[config.mk]
export PLATFORM = sky130hd
export DESIGN_NAME = hazard_ctrl
export DESIGN_NICKNAME = d
export VERILOG_FILES = /design/src/rtl/hazard_pkg.sv /design/src/rtl/hazard_ctrl_div_seq.sv /design/src/rtl/hazard_ctrl.sv
export SDC_FILE = /design/constraint.sdc
export NUM_CORES = 1
export LEC_CHECK = 0
export CELL_PAD_IN_SITES_DETAIL_PLACEMENT = 2
export CELL_PAD_IN_SITES_GLOBAL_PLACEMENT = 2
export CORE_UTILIZATION = 32
export DETAILED_ROUTE_END_ITERATION = 10
export DONT_BUFFER_PORTS = 1
export PLACE_DENSITY = 0.91
export SYNTH_ARGS = -nofsm -noshare
export SYNTH_HDL_FRONTEND = slang
export SYNTH_SLANG_ARGS = --single-unit
[constraint.sdc]
create_clock -name vclk -period 1.9
set_input_delay 0.285 -clock vclk [all_inputs]
set_output_delay 0.285 -clock vclk [all_outputs]
set_load 0.1 [all_outputs]
[src/rtl/hazard_pkg.sv]
// Shared constants for the pipeline hazard controller: forwarding selects
// and divider sequencer state encodings.
package hazard_pkg;

    localparam logic [1:0] FWD_NONE = 2'b00;
    localparam logic [1:0] FWD_WB   = 2'b01;
    localparam logic [1:0] FWD_MEM  = 2'b10;

    localparam logic [1:0] DIV_IDLE = 2'd0;
    localparam logic [1:0] DIV_BUSY = 2'd1;
    localparam logic [1:0] DIV_DONE = 2'd2;

endpackage

[src/rtl/hazard_ctrl_div_seq.sv]
// Multi-cycle divider sequencer: tracks how long HI/LO is in flight so that
// HI/LO consumers in decode can be held until the result is written.
module div_seq
    import hazard_pkg::*;
#(
    parameter int DIV_CYCLES = 32,
    parameter int CNTW       = 6
) (
    input  logic clk,
    input  logic reset,
    input  logic div_start_e,
    output logic div_busy,
    output logic div_done
);

    logic [1:0]      state;
    logic [CNTW-1:0] count;

    // A start while BUSY is ignored; decode stalls should make it impossible.
    always_ff @(posedge clk or posedge reset) begin
        if (reset) begin
            state <= DIV_IDLE;
            count <= '0;
        end else begin
            case (state)
                DIV_IDLE: begin
                    if (div_start_e) begin
                        state <= DIV_BUSY;
                        count <= CNTW'(DIV_CYCLES - 1);
                    end
                end
                DIV_BUSY: begin
                    if (count == '0) begin
                        state <= DIV_DONE;
                    end else begin
                        count <= count - 1'b1;
                    end
                end
                DIV_DONE: begin
                    if (div_start_e) begin
                        state <= DIV_BUSY;
                        count <= CNTW'(DIV_CYCLES - 1);
                    end else begin
                        state <= DIV_IDLE;
                    end
                end
                default: begin
                    state <= DIV_IDLE;
                    count <= '0;
                end
            endcase
        end
    end

    assign div_busy = (state == DIV_BUSY);
    assign div_done = (state == DIV_DONE);

endmodule

[src/rtl/hazard_ctrl.sv]
// Pipeline hazard controller: forwarding selects, load-use / branch / divide
// stalls. Define HAZARD_DIV_SEQ_EN to build the multi-cycle divider sequencer.
module hazard_ctrl
    import hazard_pkg::*;
#(
    parameter int REGW       = 5,
    parameter int DIV_CYCLES = 32,
    parameter int CNTW       = 6
) (
    input  logic            clk,
    input  logic            reset,
    input  logic [REGW-1:0] rs_d,
    input  logic [REGW-1:0] rt_d,
    input  logic            branch_d,
    input  logic            jr_d,
    input  logic            hilo_d,
    input  logic [REGW-1:0] rs_e,
    input  logic [REGW-1:0] rt_e,
    input  logic [REGW-1:0] writereg_e,
    input  logic            regwrite_e,
    input  logic            memtoreg_e,
    input  logic            div_start_e,
    input  logic [REGW-1:0] writereg_m,
    input  logic            regwrite_m,
    input  logic            memtoreg_m,
    input  logic [REGW-1:0] writereg_w,
    input  logic            regwrite_w,
    output logic            stall_f,
    output logic            stall_d,
    output logic            flush_e,
    output logic            forward_ad,
    output logic            forward_bd,
    output logic [1:0]      forward_ae,
    output logic [1:0]      forward_be,
    output logic            div_busy,
    output logic            div_done
);

    // Register 0 is hardwired to zero, so it never creates a dependency.
    function automatic logic reg_match(input logic [REGW-1:0] src,
                                       input logic [REGW-1:0] dst,
                                       input logic            we);
        return we && (dst != '0) && (dst == src);
    endfunction

    logic lw_stall;
    logic branch_stall;
    logic div_stall;
    logic uses_rs;
    logic uses_rt;

    always_comb begin
        forward_ae = FWD_NONE;
        if (reg_match(rs_e, writereg_m, regwrite_m)) begin
            forward_ae = FWD_MEM;
        end else if (reg_match(rs_e, writereg_w, regwrite_w)) begin
            forward_ae = FWD_WB;
        end
    end

    always_comb begin
        forward_be = FWD_NONE;
        if (reg_match(rt_e, writereg_m, regwrite_m)) begin
            forward_be = FWD_MEM;
        end else if (reg_match(rt_e, writereg_w, regwrite_w)) begin
            forward_be = FWD_WB;
        end
    end

    assign forward_ad = reg_match(rs_d, writereg_m, regwrite_m);
    assign forward_bd = reg_match(rt_d, writereg_m, regwrite_m);

    assign lw_stall = reg_match(rs_d, writereg_e, memtoreg_e)
                    | reg_match(rt_d, writereg_e, memtoreg_e);

    // jr only reads rs, so a pending write to rt must not hold it.
    assign uses_rs = branch_d | jr_d;
    assign uses_rt = branch_d;

    assign branch_stall = (uses_rs & reg_match(rs_d, writereg_e, regwrite_e))
                        | (uses_rt & reg_match(rt_d, writereg_e, regwrite_e))
                        | (uses_rs & reg_match(rs_d, writereg_m, memtoreg_m))
                        | (uses_rt & reg_match(rt_d, writereg_m, memtoreg_m));

`ifdef HAZARD_DIV_SEQ_EN
    div_seq #(
        .DIV_CYCLES(DIV_CYCLES),
        .CNTW      (CNTW)
    ) u_div_seq (
        .clk        (clk),
        .reset      (reset),
        .div_start_e(div_start_e),
        .div_busy   (div_busy),
        .div_done   (div_done)
    );

    assign div_stall = hilo_d & (div_busy | div_start_e);
`else
    logic unused_div_cfg;

    assign div_busy       = 1'b0;
    assign div_done       = 1'b0;
    assign div_stall      = 1'b0;
    assign unused_div_cfg = ^{clk, reset, div_start_e, hilo_d} ^ (DIV_CYCLES > CNTW);
`endif

    assign stall_f = lw_stall | branch_stall | div_stall;
    assign stall_d = stall_f;
    assign flush_e = stall_f;

endmodule
# [Yosys cells after proc, flatten, opt, wreduce, memory -nomap -nowiden]
# Index checks and enable logic that the tools add are counted.
[word_totals] regBits=0 inputBits=46 out_inout_bits=11 word_cells=42
[op_classes] eq_ne=8 muxes=4 bitwise=10 n_reduce_logical=20
[ops] operator="== test 5 bit" n=8
[ops] operator="logical AND 1 bit" n=17
[ops] operator="nonzero test 5 bit" n=3
[ops] operator="OR 1 bit" n=6
[ops] operator="AND 1 bit" n=4
[ops] operator="2-to-1 mux 2 bit" n=2
[ops] operator="2-to-1 mux 1 bit" n=2

# [Depth between registers and ports, before layout]
# Gate-level depths: netlist (run 1).
[logic_depth] depth_word=8 depth_mapped=7 ltp_nobuf=5

# [Least setup slack after synthesis (run 1)]
# OpenSTA, ideal clock, no wires.
[synth_path] path_kind="input-to-output" from="input port writereg_m[2]" to="output port forward_ae[0]" arrival_ps=4899 required_time_ps=1615 setup_slack_ps=-3284 stages=6 n_path_buf=1 path_cell_list="buf_2 -> nor2_1 -> nand2_1 -> nand2_1 -> nor4_1 -> nor4_2"
[synth_between] elab_chain_cells=4 word_cells_on_any_way=5 cone_classes="eq/ne: 1; mux: 1; reduce/logical: 3"
[synth_lines] element="start: declaration" line_no="hazard_ctrl.sv:23" rtl="input logic [REGW-1:0] writereg_m,"
[synth_lines] element="nonzero test 5 bit" line_no="hazard_ctrl.sv:43" rtl="return we && (dst != '0) && (dst == src);"
[synth_lines] element="logical AND 1 bit" line_no="hazard_ctrl.sv:43"
[synth_lines] element="logical AND 1 bit *" line_no="hazard_ctrl.sv:43"
[synth_lines] element="2-to-1 mux 2 bit *" line_no="hazard_ctrl.sv:54" rtl="if (reg_match(rs_e, writereg_m, regwrite_m)) begin"
[synth_lines] element="end: declaration" line_no="hazard_ctrl.sv:33" rtl="output logic [1:0] forward_ae,"
# Every way passes the cells marked *; elsewhere a longest branch is shown, timed or not.

# [Worst setup path after layout (run 1)]
[layout_path] from="input port rs_d[2]" to="output port stall_d"
[layout_between] elab_chain_cells=7 word_cells_on_any_way=12 cone_classes="eq/ne: 2; bitwise: 7; reduce/logical: 3"
[layout_lines] element="start: declaration" line_no="hazard_ctrl.sv:12" rtl="input logic [REGW-1:0] rs_d,"
[layout_lines] element="== test 5 bit" line_no="hazard_ctrl.sv:43"
[layout_lines] element="logical AND 1 bit" line_no="hazard_ctrl.sv:43"
[layout_lines] element="AND 1 bit" line_no="hazard_ctrl.sv:80" rtl="assign branch_stall = (uses_rs & reg_match(rs_d, writereg_e, regwrite_e))"
[layout_lines] element="OR 1 bit" line_no="hazard_ctrl.sv:81" rtl="| (uses_rt & reg_match(rt_d, writereg_e, regwrite_e))"
[layout_lines] element="OR 1 bit" line_no="hazard_ctrl.sv:82" rtl="| (uses_rs & reg_match(rs_d, writereg_m, memtoreg_m))"
[layout_lines] element="OR 1 bit" line_no="hazard_ctrl.sv:83" rtl="| (uses_rt & reg_match(rt_d, writereg_m, memtoreg_m));"
[layout_lines] element="OR 1 bit *" line_no="hazard_ctrl.sv:107" rtl="assign stall_f = lw_stall | branch_stall | div_stall;"
[layout_lines] element="end: declaration" line_no="hazard_ctrl.sv:29" rtl="output logic stall_d,"
# Marks and branches as above.

==> results.tsv, run 1 <==
stage	metric	value	unit
status	status	finished clean	
final_layout	seq_area	0	µm²
route	dr.pass1.iters	1	
pwr	power.internal	0.0870	mW
pwr	ir_drop	0.000141	V
final_layout	clock_buffers	0	
global_routing	grt_max_degree	6	
worst_setup_path	path_cells	xnor2_1 > nand3_1 > nor3_1 > o22ai_1 > o22ai_4 > buf_12	
final_layout	design_area	843	µm²
pwr	pwr-share-clk	0	
route	drt_iter0_drc	0	
logic_synthesis	syn_area	609	µm²
sta	finalHoldViolCount	0	
pwr	power	0.213	mW
logic_synthesis	synthCells	81	
pwr	p_leak	0.285	nW
clock_network	post_cts_buffers	0	
die	fp.coreArea	1760	µm²
die	die_w	45.6	µm
worst_hold_path	holdCritStartpoint	regwrite_m	
route	drt-total-wl	1.95	mm
worst_setup_path	crit_path_end_kind	output port	
worst_setup_path	worst-setup-path-type	in -> out	
clock_network	holdBufCountCts	0	
sta	finalCritPeriodShare	0.937	
final_layout	fillers	204	
global_routing	grt_pass1_wl	2.97	mm
job	maxCapViolCount	0	
worst_setup_path	slowest_delay	280	ps
die	rows	15	
die	die_h	45.6	µm
worst_setup_path	crit_arrival	1490	ps
final_layout	nFlopsAndLatches	0	
placed_design	io_buffers	0	
worst_setup_path	crit_buf_inv	1	
route	drc	0	
global_routing	grtUsageTotal	0.200	
route	vias	571	
pwr	combPwrFrac	1.000	
die	io_pins	57	
worst_hold_path	min_path_cells	3	
final_layout	final_common_cell	xor2_1	
final_layout	finalNetCount	129	
final_layout	synthToLayoutAreaGrowth	38.4	%
route	detail_route.wl_per_cell	18.4	µm
logic_synthesis	ys_warn_count	0	
worst_setup_path	worstPathMaxFanout	2	
final_layout	insertedDiodeCount	0	
global_routing	grt_pass1_vias	617	
final_layout	postLayoutCoreUtil	0.478	
final_layout	final_cell_mix	xor2_1, xnor2_1, xnor2_2	
worst_hold_path	holdCritPathClass	in -> out	
logic_synthesis	ys_seq_area_frac	0	
placed_design	postPlaceCellArea	840	µm²
pwr	power_density	252	nW/µm²
die	die_area	2080	µm²
placed_design	gp_congestion	0.734	
worst_setup_path	crit_slowest_cell	buf_12	
global_routing	overflow	0	
worst_hold_path	hold_end	forward_ad	
die	initial_utilization	0.345	
sta	rsz0062_at_grt	no	
route	ant_nets	0	
pwr	power.share.switching	0.591	
route	viasPerCell	5.39	
logic_synthesis	synth.distinct_cells	19	
sta	hold-worst-slack	888	ps
sta	setup_viol	0	
pwr	p_sw	0.126	mW
sta	period_needed	1780	ps
sta	clock.fmax	562	MHz
sta	final.setup.tns	0	ps
worst_setup_path	crit_path_start_kind	input port	
global_routing	antenna_found_initial	0	
worst_setup_path	cp.required	1620	ps
final_layout	drive_gt1_frac	0.346	
pwr	p_seq_frac	0	
sta	slew_viol_final	0	
worst_setup_path	crit_family	compound AO/OA/AOI/OAI gates	
logic_synthesis	postSynthAreaPerCell	7.52	µm²
-- synthesized netlist by cell type (2+ instances only) --
cell type / count / area share
nor2b_1: 2 / 0.021
nor4_2: 2 / 0.041
buf_4: 8 / 0.099
nor3_1: 5 / 0.041
nor4_1: 2 / 0.021
o22ai_1: 2 / 0.021
or4_1: 4 / 0.049
xor2_1: 22 / 0.32
nand2_1: 2 / 0.012
xnor2_1: 18 / 0.26
nand3_1: 6 / 0.049
-- per-stage QoR --
| stage | setup WS, ps | std cells |
|---|---|---|
| 2_1_floorplan | -562 | 82 |
| 3_3_place_gp | 62.2 | 106 |
| 3_5_place_dp | -6.82 | 106 |
| 4_1_cts | 76.8 | 106 |
| 5_1_grt | 14.6 | 106 |
| 6_report | 120 | 106 |
-- area by class of cell --
cell class         instances  area, µm²  share of cell area
well taps                 25       31.3              0.0371
multi-input cells         73        698               0.828
repair buffers             8        114               0.135
-- logic make-up (layout without fill, tap and decap cells) --
logic type / after synthesis / count (layout) / synth area share
AOI/OAI and AO/OA: 7 / 7 / 0.0719
other: 1 / 2 / 0.00615
buffers and inverters: 9 / 8 / 0.107
xor gates and xnor gates: 40 / 40 / 0.575
and+or+nand+nor: 24 / 24 / 0.240
-- worst max path at each step --
| stage | end | slack [ps] | cells after the start | start |
|---|---|---|---|---|
| detailed placement | forward_be[0] | -7 | 5 | writereg_w[2] |
| finish | stall_d | 120 | 6 | rs_d[2] |
| floorplan | forward_ae[0] | -560 | 5 | writereg_m[0] |
| global placement | forward_ae[0] | 60 | 5 | writereg_w[2] |
| global route | stall_d | 10 | 6 | rs_d[2] |
| CTS | flush_e | 80 | 6 | rs_d[2] |
-- what timing repair did --
item,CTS,global route
resized for setup,0,1
pin swaps,2,0
setup endpoints to repair,2,1
-- routing by layer --
| layer | global-route usage | wire, µm |
|---|---|---|
| met1 | 0.226 | 693 |
| met2 | 0.409 | 1150 |
| met3 | 0.0278 | 110 |
| met4 | 0 | 0 |
| met5 | 0 | 0 |
-- power groups by stage --
stage          Sequential [mW]  Combinational, mW  Clock, mW
5_1_grt                      0              0.225          0
3_3_place_gp                 0              0.204          0
6_report                     0              0.213          0
4_1_cts                      0              0.214          0
2_1_floorplan                0              0.218          0
3_5_place_dp                 0              0.213          0
-- tightest hold or removal path, cell delays in order --
cell     delay [ps]
nand2_4          90
nor2b_2          60
buf_12          160
Power figures use the tool's default switching activity.
==> inputs of run 2 (changes only) <==
CORE_UTILIZATION = 29   (was 32)
PLACE_DENSITY = 0.87   (was 0.91)
clock period = 1.5 ns   (was 1.9 ns; I/O delays follow)
==> run 2 against run 1 <==
The run now ends with negative setup slack left. Flip-flop and latch count stayed put. First-iteration DRC count stayed put. Combinational power is 61% higher. Power grew 61%. Worst hold slack lost 110 ps. Final cell count is 2.8% higher. Via count grew 6.3%. Critical path type unchanged.
==> results.tsv, run 2 (synthesized netlist as in run 1, its figures left out) <==
stage	metric	value	unit
die	fp.coreArea	1960	µm²
worst_hold_path	holdCritPathClass	in -> out	
sta	rsz0062_at_grt	yes	
worst_setup_path	crit_family	compound AO/OA/AOI/OAI gates	
die	rows	16	
final_layout	synthToLayoutAreaGrowth	80.1	%
sta	final.setup.tns	-327	ps
route	drt-total-wl	2.39	mm
sta	finalHoldViolCount	0	
final_layout	nFlopsAndLatches	0	
final_layout	clock_buffers	0	
route	dr.pass1.iters	1	
sta	period_needed	1590	ps
global_routing	grt_max_degree	6	
global_routing	antenna_found_initial	0	
die	die_h	47.8	µm
placed_design	gp_congestion	0.700	
route	vias	607	
pwr	p_seq_frac	0	
placed_design	postPlaceCellArea	855	µm²
status	status	finished with violations	
sta	slew_viol_final	0	
die	die_w	47.8	µm
final_layout	insertedDiodeCount	0	
pwr	p_leak	0.372	nW
sta	setup_viol	5	
worst_setup_path	crit_path_end_kind	output port	
route	drt_iter0_drc	0	
sta	finalCritPeriodShare	1.06	
pwr	pwr-share-clk	0	
worst_setup_path	crit_path_start_kind	input port	
die	io_pins	57	
pwr	combPwrFrac	1.000	
worst_setup_path	worstPathMaxFanout	3	
global_routing	grtUsageTotal	0.225	
route	drc	0	
route	ant_nets	0	
final_layout	final_common_cell	xor2_1	
final_layout	seq_area	0	µm²
pwr	power.internal	0.161	mW
worst_setup_path	crit_buf_inv	1	
status	violations	negative setup slack	
die	die_area	2290	µm²
final_layout	final_cell_mix	xor2_1, xnor2_2, xnor2_4, buf_12, nand3_2	
global_routing	overflow	0	
final_layout	drive_gt1_frac	0.598	
pwr	power.share.switching	0.532	
worst_setup_path	slowest_delay	290	ps
sta	setup_slack	-92.4	ps
worst_setup_path	path_cells	xnor2_4 > nand3_2 > nor3_4 > o211ai_1 > o22ai_4 > buf_12	
final_layout	finalNetCount	130	
final_layout	design_area	1100	µm²
worst_setup_path	worst-setup-path-type	in -> out	
global_routing	grt_pass1_wl	3.51	mm
route	detail_route.wl_per_cell	21.9	µm
pwr	p_sw	0.183	mW
worst_setup_path	crit_slowest_cell	buf_12	
placed_design	hpwl	1.93	mm
worst_setup_path	cp.required	1270	ps
pwr	power	0.343	mW
route	viasPerCell	5.57	
job	maxCapViolCount	0	
pwr	power_density	313	nW/µm²
final_layout	fillers	200	
global_routing	grt_pass1_vias	753	
sta	clock.fmax	628	MHz
die	initial_utilization	0.311	
placed_design	io_buffers	0	
pwr	ir_drop	0.000187	V
worst_setup_path	crit_arrival	1370	ps
run 2: worst min-delay path, stage by stage:
cell and delay [ps]:
nand2_4 70, nor4_4 70, buf_6 180
run 2: power by group through the flow:
stage	Combinational (mW)	Sequential [mW]	Clock (mW)
floorplan	0.277	0	0
global placement	0.261	0	0
detailed placement	0.272	0	0
CTS	0.322	0	0
global route	0.364	0	0
finish	0.343	0	0
run 2: path summary, 6_finish.rpt:
check | endpoint | slack, ps | from | cells past startpoint
worst max-delay path | stall_f | -90 | rs_d[2] | 6
worst min-delay path | forward_ae[1] | 780 | regwrite_m | 3
run 2: area by class of cell:
type | instances | area, µm² | area share
Multi-Input combinational cell | 73 | 917 | 0.836
Tap cell | 27 | 33.8 | 0.0308
Timing Repair Buffer | 9 | 146 | 0.133
run 2: per-layer routing:
metal | vias up | share of wire | track usage
li1 | 280 | - | -
met1 | 290 | 0.32 | 0.232
met2 | 31 | 0.61 | 0.457
met3 | 6 | 0.054 | 0.0415
met4 | 0 | 0.017 | 0.0556
met5 | - | 0 | 0
run 2: timing repair:
| item | 4_1_cts | 5_1_grt |
|---|---|---|
| endpoints found under the hold margin | 0 | 0 |
| gates resized for setup | 25 | 9 |
| pin swaps | 12 | 3 |
| setup buffers | 0 | 1 |
| hold buffers | 0 | 0 |
| endpoints found under the setup margin | 5 | 7 |
run 2: stage by stage:
stage,std cells,worst slack [ps],hold WS (ps),util
after global placement,108,-220,772,0.436
after floorplan,82,-842,692,-
final,109,-92.4,776,0.559
after CTS,108,-107,781,0.522
after global routing,109,-138,788,0.559
after detailed placement,108,-320,780,0.436
==> inputs of run 3 (changes only) <==
CORE_UTILIZATION = 32   (was 29)
PLACE_DENSITY = 0.91   (was 0.87)
SETUP_SLACK_MARGIN = 0.2   (was not set)
clock period = 1.8 ns   (was 1.5 ns; I/O delays follow)
==> run 3 against run 2 <==
The run now ends clean. First-iteration DRC count is 4 higher. Combinational power fell by 17%. Final cell count fell by 1.8%. Die area down 9.0%. Routed wire length is 30% higher. Utilization rose by 2.4 points. Cell area decreased by 6.2%. Sequential share of layout area did not move. Worst setup slack improved by 120 ps. Non-clock buffer count unchanged. Critical path depth is the same. Largest power group unchanged.
==> results.tsv, run 3 (synthesized netlist as in run 1, its figures left out) <==
stage	metric	value	unit
global_routing	grtUsageTotal	0.231	
worst_setup_path	crit_slowest_cell	buf_12	
final_layout	insertedDiodeCount	0	
die	die_h	45.6	µm
route	viasPerCell	5.77	
pwr	power_density	278	nW/µm²
worst_setup_path	path_cells	xnor2_4 > nand3_2 > nor3_4 > o211ai_1 > o22ai_4 > buf_12	
worst_setup_path	crit_buf_inv	1	
status	status	finished clean	
die	rows	15	
route	met1_length	1.08	mm
global_routing	grt_max_degree	6	
worst_setup_path	crit_family	simple AND/OR/NAND/NOR gates	
pwr	power	0.286	mW
sta	period_needed	1780	ps
pwr	p_sw	0.163	mW
final_layout	seq_area	0	µm²
die	die_area	2080	µm²
route	dr.pass1.iters	3	
global_routing	overflow	0	
sta	rsz0062_at_grt	yes	
pwr	power.share.switching	0.570	
pwr	combPwrFrac	1.000	
sta	finalHoldViolCount	0	
worst_setup_path	critPathLaunch	rs_d[4]	
sta	final.setup.tns	0	ps
final_layout	clock_buffers	0	
placed_design	hpwl	1.97	mm
global_routing	grt_pass1_wl	3.33	mm
final_layout	drive_gt1_frac	0.524	
route	vias	617	
final_layout	synthToLayoutAreaGrowth	69.0	%
sta	finalCritPeriodShare	0.987	
worst_setup_path	worstPathMaxFanout	3	
route	drt_iter0_drc	4	
die	initial_utilization	0.345	
route	wl_met2	1.81	mm
placed_design	postPlaceCellArea	852	µm²
die	io_pins	57	
sta	setup_viol	0	
worst_setup_path	crit_arrival	1510	ps
final_layout	postLayoutCoreUtil	0.584	
worst_setup_path	cp.depth	6	
final_layout	final_cell_mix	xor2_1, xnor2_4, xnor2_1, xnor2_2, buf_12	
route	drt-total-wl	3.11	mm
pwr	ir_drop	0.000158	V
global_routing	grt_pass1_vias	697	
die	die_w	45.6	µm
job	maxCapViolCount	0	
worst_setup_path	worst-setup-path-type	in -> out	
worst_setup_path	crit_path_end_kind	output port	
clock_network	holdBufCountCts	0	
placed_design	dp_slack	-73.4	ps
route	routed-wl-met3	135	µm
sta	clock.fmax	563	MHz
placed_design	io_buffers	0	
sta	setup_slack	22.7	ps
placed_design	dp.cells	106	
worst_setup_path	crit_end	stall_d	
final_layout	finalNetCount	130	
final_layout	design_area	1030	µm²
route	ant_nets	0	
sta	slew_viol_final	0	
route	drc	0	
global_routing	antenna_found_initial	0	
final_layout	nFlopsAndLatches	0	
worst_setup_path	crit_path_start_kind	input port	
pwr	pwr-share-clk	0	
pwr	p_leak	0.347	nW
worst_setup_path	cp.required	1530	ps
pwr	p_seq_frac	0	
placed_design	gp_congestion	0.736	
pwr	power.internal	0.123	mW
worst_setup_path	slowest_delay	290	ps
worst_hold_path	holdCritPathClass	in -> out	
route	detail_route.wl_per_cell	29.1	µm
final_layout	final_cells	107	
final_layout	final_common_cell	xor2_1	
sta	hold-worst-slack	863	ps
route	top_layer_used	met4	
die	fp.coreArea	1760	µm²
[run 3: power groups by stage]
stage	clock network (mW)	logic, mW	registers (mW)
after floorplan	0	0.231	0
after global placement	0	0.216	0
after detailed placement	0	0.229	0
after CTS	0	0.254	0
after global routing	0	0.296	0
final	0	0.286	0
[run 3: worst min path at each step]
| stage | startpoint | endpoint | slack (ps) | cells past startpoint |
|---|---|---|---|---|
| 4_1_cts | regwrite_m | forward_bd | 860 | 3 |
| 3_5_place_dp | regwrite_m | forward_bd | 860 | 3 |
| 3_3_place_gp | regwrite_m | forward_ad | 860 | 3 |
| 6_report | regwrite_m | forward_ad | 860 | 3 |
| 5_1_grt | regwrite_m | forward_ad | 880 | 3 |
| 2_1_floorplan | regwrite_m | forward_ae[1] | 780 | 2 |
[run 3: layer usage]
metal  up-vias  global-route usage
met2        31               0.443
met5         -                   0
met3         8              0.0238
met1       302               0.274
li1        276                   -
met4         0              0.0364
[run 3: layout make-up]
class | instances | area [µm²]
repair buffers | 9 | 138
fillers | 177 | 734
well taps | 25 | 31.3
multi-input cells | 73 | 861
[run 3: worst min-delay path, cell delays in order]
cell,delay [ps]
nand2_4,90
nor2b_2,70
buf_12,160
[run 3: repair_timing]
action,CTS,global route
setup endpoints to repair,5,6
hold endpoints to repair,0,0
pin swaps,9,8
buffers inserted,0,1
gates resized for setup,14,10
